<file path="config.mk">
export PLATFORM = sky130hd
export DESIGN_NAME = sim_run_ctrl
export DESIGN_NICKNAME = d
export VERILOG_FILES = /design/src/rtl/sim_run_ctrl.sv
export SDC_FILE = /design/constraint.sdc
export NUM_CORES = 1
export LEC_CHECK = 0
export CELL_PAD_IN_SITES_DETAIL_PLACEMENT = 2
export CELL_PAD_IN_SITES_GLOBAL_PLACEMENT = 2
export CORE_MARGIN = 2
export CORE_UTILIZATION = 39
export CTS_CLUSTER_SIZE = 12
export DETAILED_ROUTE_END_ITERATION = 6
export GPL_TIMING_DRIVEN = 0
export PLACE_DENSITY_LB_ADDON = 0.1
export SLEW_MARGIN = 20
export SYNTH_ARGS = -nofsm -noshare
export SYNTH_HDL_FRONTEND = slang
export SYNTH_SLANG_ARGS = --single-unit
</file>
<file path="constraint.sdc">
create_clock -name clk -period 4 [get_ports clk]
set_clock_uncertainty 0.2 [all_clocks]
set_input_delay 0.8 -clock clk [delete_from_list [all_inputs] [get_ports clk]]
set_output_delay 0.8 -clock clk [all_outputs]
set_load 0.02 [all_outputs]
</file>
<file path="src/rtl/sim_run_ctrl.sv">
// Simulation run controller: holds the CPU in reset, then supervises its run until a
// halt write or cycle budget expiry, buffering console characters in a small FIFO.
//
// state     | meaning
// ----------+--------------------------------------------------------------
// S_HOLD    | cpu_rst asserted, counting RST_CYCLES cycles
// S_RUN     | CPU running, cycle_cnt advancing, I/O writes decoded
// S_HALTED  | program wrote the halt address; exit_code captured (terminal)
// S_TIMEOUT | cycle budget exhausted without a halt write (terminal)
module sim_run_ctrl #(
   parameter int                RST_CYCLES     = 25,
   parameter int                TIMEOUT_CYCLES = 150000000,
   parameter int                CNT_W          = 32,
   parameter int                ADDR_W         = 32,
   parameter logic [ADDR_W-1:0] CHAR_ADDR      = ADDR_W'(32'h30000),
   parameter logic [ADDR_W-1:0] HALT_ADDR      = ADDR_W'(32'h30004),
   parameter int                FIFO_DEPTH     = 16
) (
   input  logic              clk,
   input  logic              rst_n,
   input  logic              io_we,
   input  logic [ADDR_W-1:0] io_addr,
   input  logic [7:0]        io_data,
   output logic              cpu_rst,
   output logic              running,
   output logic              done,
   output logic              timed_out,
   output logic [7:0]        exit_code,
   output logic [CNT_W-1:0]  cycle_cnt,
   output logic              ch_valid,
   output logic [7:0]        ch_data,
   input  logic              ch_ready,
   output logic              ch_dropped
);

   localparam int AW = $clog2(FIFO_DEPTH);
   localparam int HW = (RST_CYCLES > 1) ? $clog2(RST_CYCLES) : 1;
   localparam logic [HW-1:0]    HOLD_LAST = HW'(RST_CYCLES - 1);
   localparam logic [CNT_W-1:0] CNT_LAST  = CNT_W'(TIMEOUT_CYCLES - 1);
   localparam logic [AW:0]      DEPTH_C   = (AW + 1)'(FIFO_DEPTH);

   localparam logic [1:0] S_HOLD    = 2'd0;
   localparam logic [1:0] S_RUN     = 2'd1;
   localparam logic [1:0] S_HALTED  = 2'd2;
   localparam logic [1:0] S_TIMEOUT = 2'd3;

   logic [1:0]       r_state;
   logic [HW-1:0]    r_hold_cnt;
   logic [CNT_W-1:0] r_cycle_cnt;
   logic [7:0]       r_exit_code;

   logic [7:0]       r_mem [FIFO_DEPTH];
   logic [AW-1:0]    r_wr_ptr;
   logic [AW-1:0]    r_rd_ptr;
   logic [AW:0]      r_count;
   logic             r_dropped;

   logic w_in_run;
   logic w_halt_wr;
   logic w_char_wr;
   logic w_full;
   logic w_pop;
   logic w_push;

   assign w_in_run  = (r_state == S_RUN);
   assign w_halt_wr = w_in_run && io_we && (io_addr == HALT_ADDR);
   assign w_char_wr = w_in_run && io_we && (io_addr == CHAR_ADDR);
   assign w_full    = (r_count == DEPTH_C);
   assign w_pop     = (r_count != '0) && ch_ready;
   // A pop frees the slot in the same edge, so a full FIFO still accepts the push.
   assign w_push    = w_char_wr && (!w_full || w_pop);

   always_ff @(posedge clk) begin
      if (!rst_n) begin
         r_state     <= S_HOLD;
         r_hold_cnt  <= '0;
         r_cycle_cnt <= '0;
         r_exit_code <= 8'h00;
      end else begin
         case (r_state)
            S_HOLD: begin
               if (r_hold_cnt == HOLD_LAST) r_state <= S_RUN;
               else                         r_hold_cnt <= r_hold_cnt + HW'(1);
            end
            S_RUN: begin
               r_cycle_cnt <= r_cycle_cnt + CNT_W'(1);
               // Halt write takes priority over a coincident budget expiry.
               if (w_halt_wr) begin
                  r_state     <= S_HALTED;
                  r_exit_code <= io_data;
               end else if (r_cycle_cnt == CNT_LAST) begin
                  r_state <= S_TIMEOUT;
               end
            end
            default: ;
         endcase
      end
   end

   always_ff @(posedge clk) begin
      if (!rst_n) begin
         r_wr_ptr  <= '0;
         r_rd_ptr  <= '0;
         r_count   <= '0;
         r_dropped <= 1'b0;
      end else begin
         if (w_push) r_wr_ptr <= r_wr_ptr + AW'(1);
         if (w_pop)  r_rd_ptr <= r_rd_ptr + AW'(1);
         case ({w_push, w_pop})
            2'b10:   r_count <= r_count + (AW + 1)'(1);
            2'b01:   r_count <= r_count - (AW + 1)'(1);
            default: ;
         endcase
         if (w_char_wr && !w_push) r_dropped <= 1'b1;
      end
   end

   always_ff @(posedge clk) begin
      if (w_push) r_mem[r_wr_ptr] <= io_data;
   end

   assign cpu_rst    = (r_state == S_HOLD);
   assign running    = w_in_run;
   assign done       = (r_state == S_HALTED) || (r_state == S_TIMEOUT);
   assign timed_out  = (r_state == S_TIMEOUT);
   assign exit_code  = r_exit_code;
   assign cycle_cnt  = r_cycle_cnt;
   assign ch_valid   = (r_count != '0);
   assign ch_data    = r_mem[r_rd_ptr];
   assign ch_dropped = r_dropped;

endmodule

</file>
==> flow_summary.ini <==
[clock_tree]
cts_max_level = 4
cts_buffers = 17
clock-sinks = 193
clk_latency_ns = 0.44
clockBufferDepth = 2
postCtsResizedCells = 9
path_clk_slew_ns = 0.07
cts_setup_buffers = 0
cts_hold_buf = 0
cts_tree = yes
clock-root-buffer = clkbuf_16

[global_routing]
grt_max_degree = 20
grt_overflow = 0
grt_pass1_vias = 5694
grt_pass1_wl_um = 32980
antenna_found_initial = 0
track_usage_pct = 20.01

[sta]
slew_headroom_pct = 44.29
period_needed_ns = 3.872
finalCritPeriodShare_pct = 96.79
hold_viol = 0
rsz0062_at_grt = yes
drv_slew = 0
tightestPinTransition_ns = 0.8325
setup_viol = 0
hold_slack_ns = 0.2991
max_freq_mhz = 258.3

[setup_path]
worstSetupEndpointType = output pin
path_max_fanout = 10
cp-start-kind = register
worstPathArrival_ns = 2.87
cp_slowest_cell = clkdlybuf4s50_1
cp.required_ns = 3.00
worst_path_most_repeated_cell = mux4_2
critPathKind = reg -> out
cp_cell_sequence = buf_6 > mux4_2 > mux4_2 > clkdlybuf4s50_1
path_buf_inv = 2
slowest_delay_ns = 0.58
critPathTopFamily = multiplexers

[pwr]
power_leakage_uw = 0.003196
power.switching_uw = 880.7
seqPwrFrac_pct = 53.9
power_density_nw_per_um2 = 395.6
ir_drop_mv = 0.2584
power_frac_clock_pct = 43.7
totalPowerFinal_uw = 3945
p_comb_share_pct = 2.4
swShare_pct = 22.32
intPower_uw = 3064

[routing]
drc = 0
routedWlPerCell_um = 21.62
viasPerCell = 5.228
drtIter0Drc = 170
routed_wl_um = 20470
drtPass1Iterations = 4
via_count = 4951
antenna_left = 0

[synthesis]
netlist_instances = 549
synth_edf_count = 128
seq_area_frac_synth_pct = 64.33
synthArstFlopShare_pct = 0
yosys_warnings = 0
synth_area_per_cell_um2 = 14.57
synth_top_flop_cell = edfxtp_1
ys_seq_elements = 193
syn_area_um2 = 7998
syn_nets = 605
synth_cell_type_count = 41

[finish]
final_util_pct = 49.44
final_area_um2 = 9972
final_nets = 720
layout-drive-gt1-share_pct = 15.66
multi_input_area_um2 = 2756
seqCellArea_um2 = 5145
n_antenna_cell = 0
areaGrowthSynthToFinish_pct = 24.69
nFillCells = 1937

[placement]
dp_hpwl_um = 14880
routabilityCongestion = 0.7669
dpl-instance-area_um2 = 9326
io_buffers = 97

[floorplanning]
dieHeight_um = 147.2
initial_utilization_pct = 39.65
rows = 52
core_um2 = 20170
io_pins = 98
die_area_um2 = 21670
die_w_um = 147.2

[status]
status = finished, final reports clean

[run]
cap_violations = 0

[min_path]
hp-class = reg -> reg
[cell usage after synthesis (2+ instances only)]
library cell	number	area share (%)
dfxtp_1	65	16
and4_1	7	0.77
nand2_1	30	1.4
xor2_1	12	1.3
nand2b_1	4	0.31
nor4b_1	3	0.33
ha_1	11	1.7
nand4_1	11	0.86
and2b_2	2	0.22
a21o_1	2	0.19
and3_1	2	0.16
nand4_2	2	0.31
nor4_2	6	0.94
buf_1	4	0.19
mux2i_1	17	2.1
nor2_1	66	3.1
mux4_2	40	11
clkbuf_1	17	0.80
inv_1	11	0.52
a21oi_1	13	0.81
and2_1	2	0.16
or3_1	7	0.55
nor4_1	13	1.0
edfxtp_1	128	48
buf_2	5	0.31
nor3_1	14	0.88
xnor2_1	24	2.6
o21ai_0	9	0.56
nand3_1	10	0.63
[worst paths after layout]
path | from | slack (ns) | endpoint | cells past startpoint
setup reg to reg | r_count[0]$_SDFFE_PN0P_ | 0.80 | r_count[4]$_SDFFE_PN0P_ | 10
hold / removal | r_count[2]$_SDFFE_PN0P_ | 0.30 | r_count[2]$_SDFFE_PN0P_ | 2
hold reg to reg | r_count[2]$_SDFFE_PN0P_ | 0.30 | r_count[2]$_SDFFE_PN0P_ | 2
setup / recovery | register | 0.13 | ch_data[7] | 4
[tightest hold or removal path: stages (launching register included)]
cell     delay [ns]
dfxtp_1        0.33
nand2_1        0.06
mux2i_1        0.06
[cell families (layout without fill, tap and decap cells)]
group,Yosys count,in the layout,share of synthesized area (%)
flip-flops,193,193,64.33
XOR/XNOR,36,36,3.942
adder cells (fa/ha/maj),12,12,1.971
AO/OA/AOI/OAI,27,27,1.877
buffers and inverters,37,165,1.815
AND/OR/NAND/NOR,187,187,12.67
multiplexers,57,57,13.39
[final cells by class]
cell class / count / share of cell area [%]
Buffer: 25 / 1.230
Clock buffer: 18 / 4.304
Tap cell: 270 / 3.388
Inverter: 11 / 0.4141
Multi-Input combinational cell: 319 / 27.64
Sequential cell: 193 / 51.59
Timing Repair Buffer: 97 / 9.737
Clock inverter: 14 / 1.694
[routing by layer]
metal	GRT usage (%)	vias up	part of all wire, %
li1	-	2312	-
met1	24.88	2539	43
met2	35.30	79	53
met3	3.913	21	2.6
met4	6.250	0	2.0
met5	0	-	0
[through the flow]
| step | TNS (ns) | instances | setup slack (ns) |
|---|---|---|---|
| after global routing | -2.133 | 947 | -0.1179 |
| after floorplan | 0 | 549 | 0.7511 |
| after global placement | -24.35 | 916 | -0.4688 |
| after CTS | 0 | 947 | 0.09858 |
| after detailed placement | -23.54 | 916 | -0.2940 |
| final | 0 | 947 | 0.1282 |
[sequential cells by signal (all words and copies together), names as in the netlist, named ones only]
signal and flops:
cycle_cnt 32, r_hold_cnt 5, r_state 2, r_wr_ptr 4, r_rd_ptr 4, ch_dropped 1, r_count 5, exit_code 8
r_mem 128
[layout by cell type, fill, tap and decap left out, drive strengths merged, types with 4 or more instances in the layout]
cell type	netlist	layout
ha	11	11
xnor2	24	24
and4	7	7
mux4	40	40
nand2	30	30
nor4	19	19
clkinv	0	6
mux2i	17	17
dfxtp	65	65
inv	11	18
clkbuf	17	34
nor4b	4	4
a21oi	13	13
o21ai	9	9
nand2b	4	4
nand4	13	13
or3	7	7
xor2	12	12
clkdlybuf4s50	0	97
edfxtp	128	128
nand3	10	10
nor3	14	14
nor2	66	66
buf	9	9
[power groups by stage]
stage / registers (µW) / logic (µW) / clock network, µW
floorplan: 2170 / 19.8 / 0
global placement: 2170 / 90.6 / 0
detailed placement: 2170 / 97.1 / 0
CTS: 2130 / 96.9 / 1750
global route: 2130 / 104 / 1830
finish: 2130 / 94.2 / 1730
(Power assumes the default switching activity.)
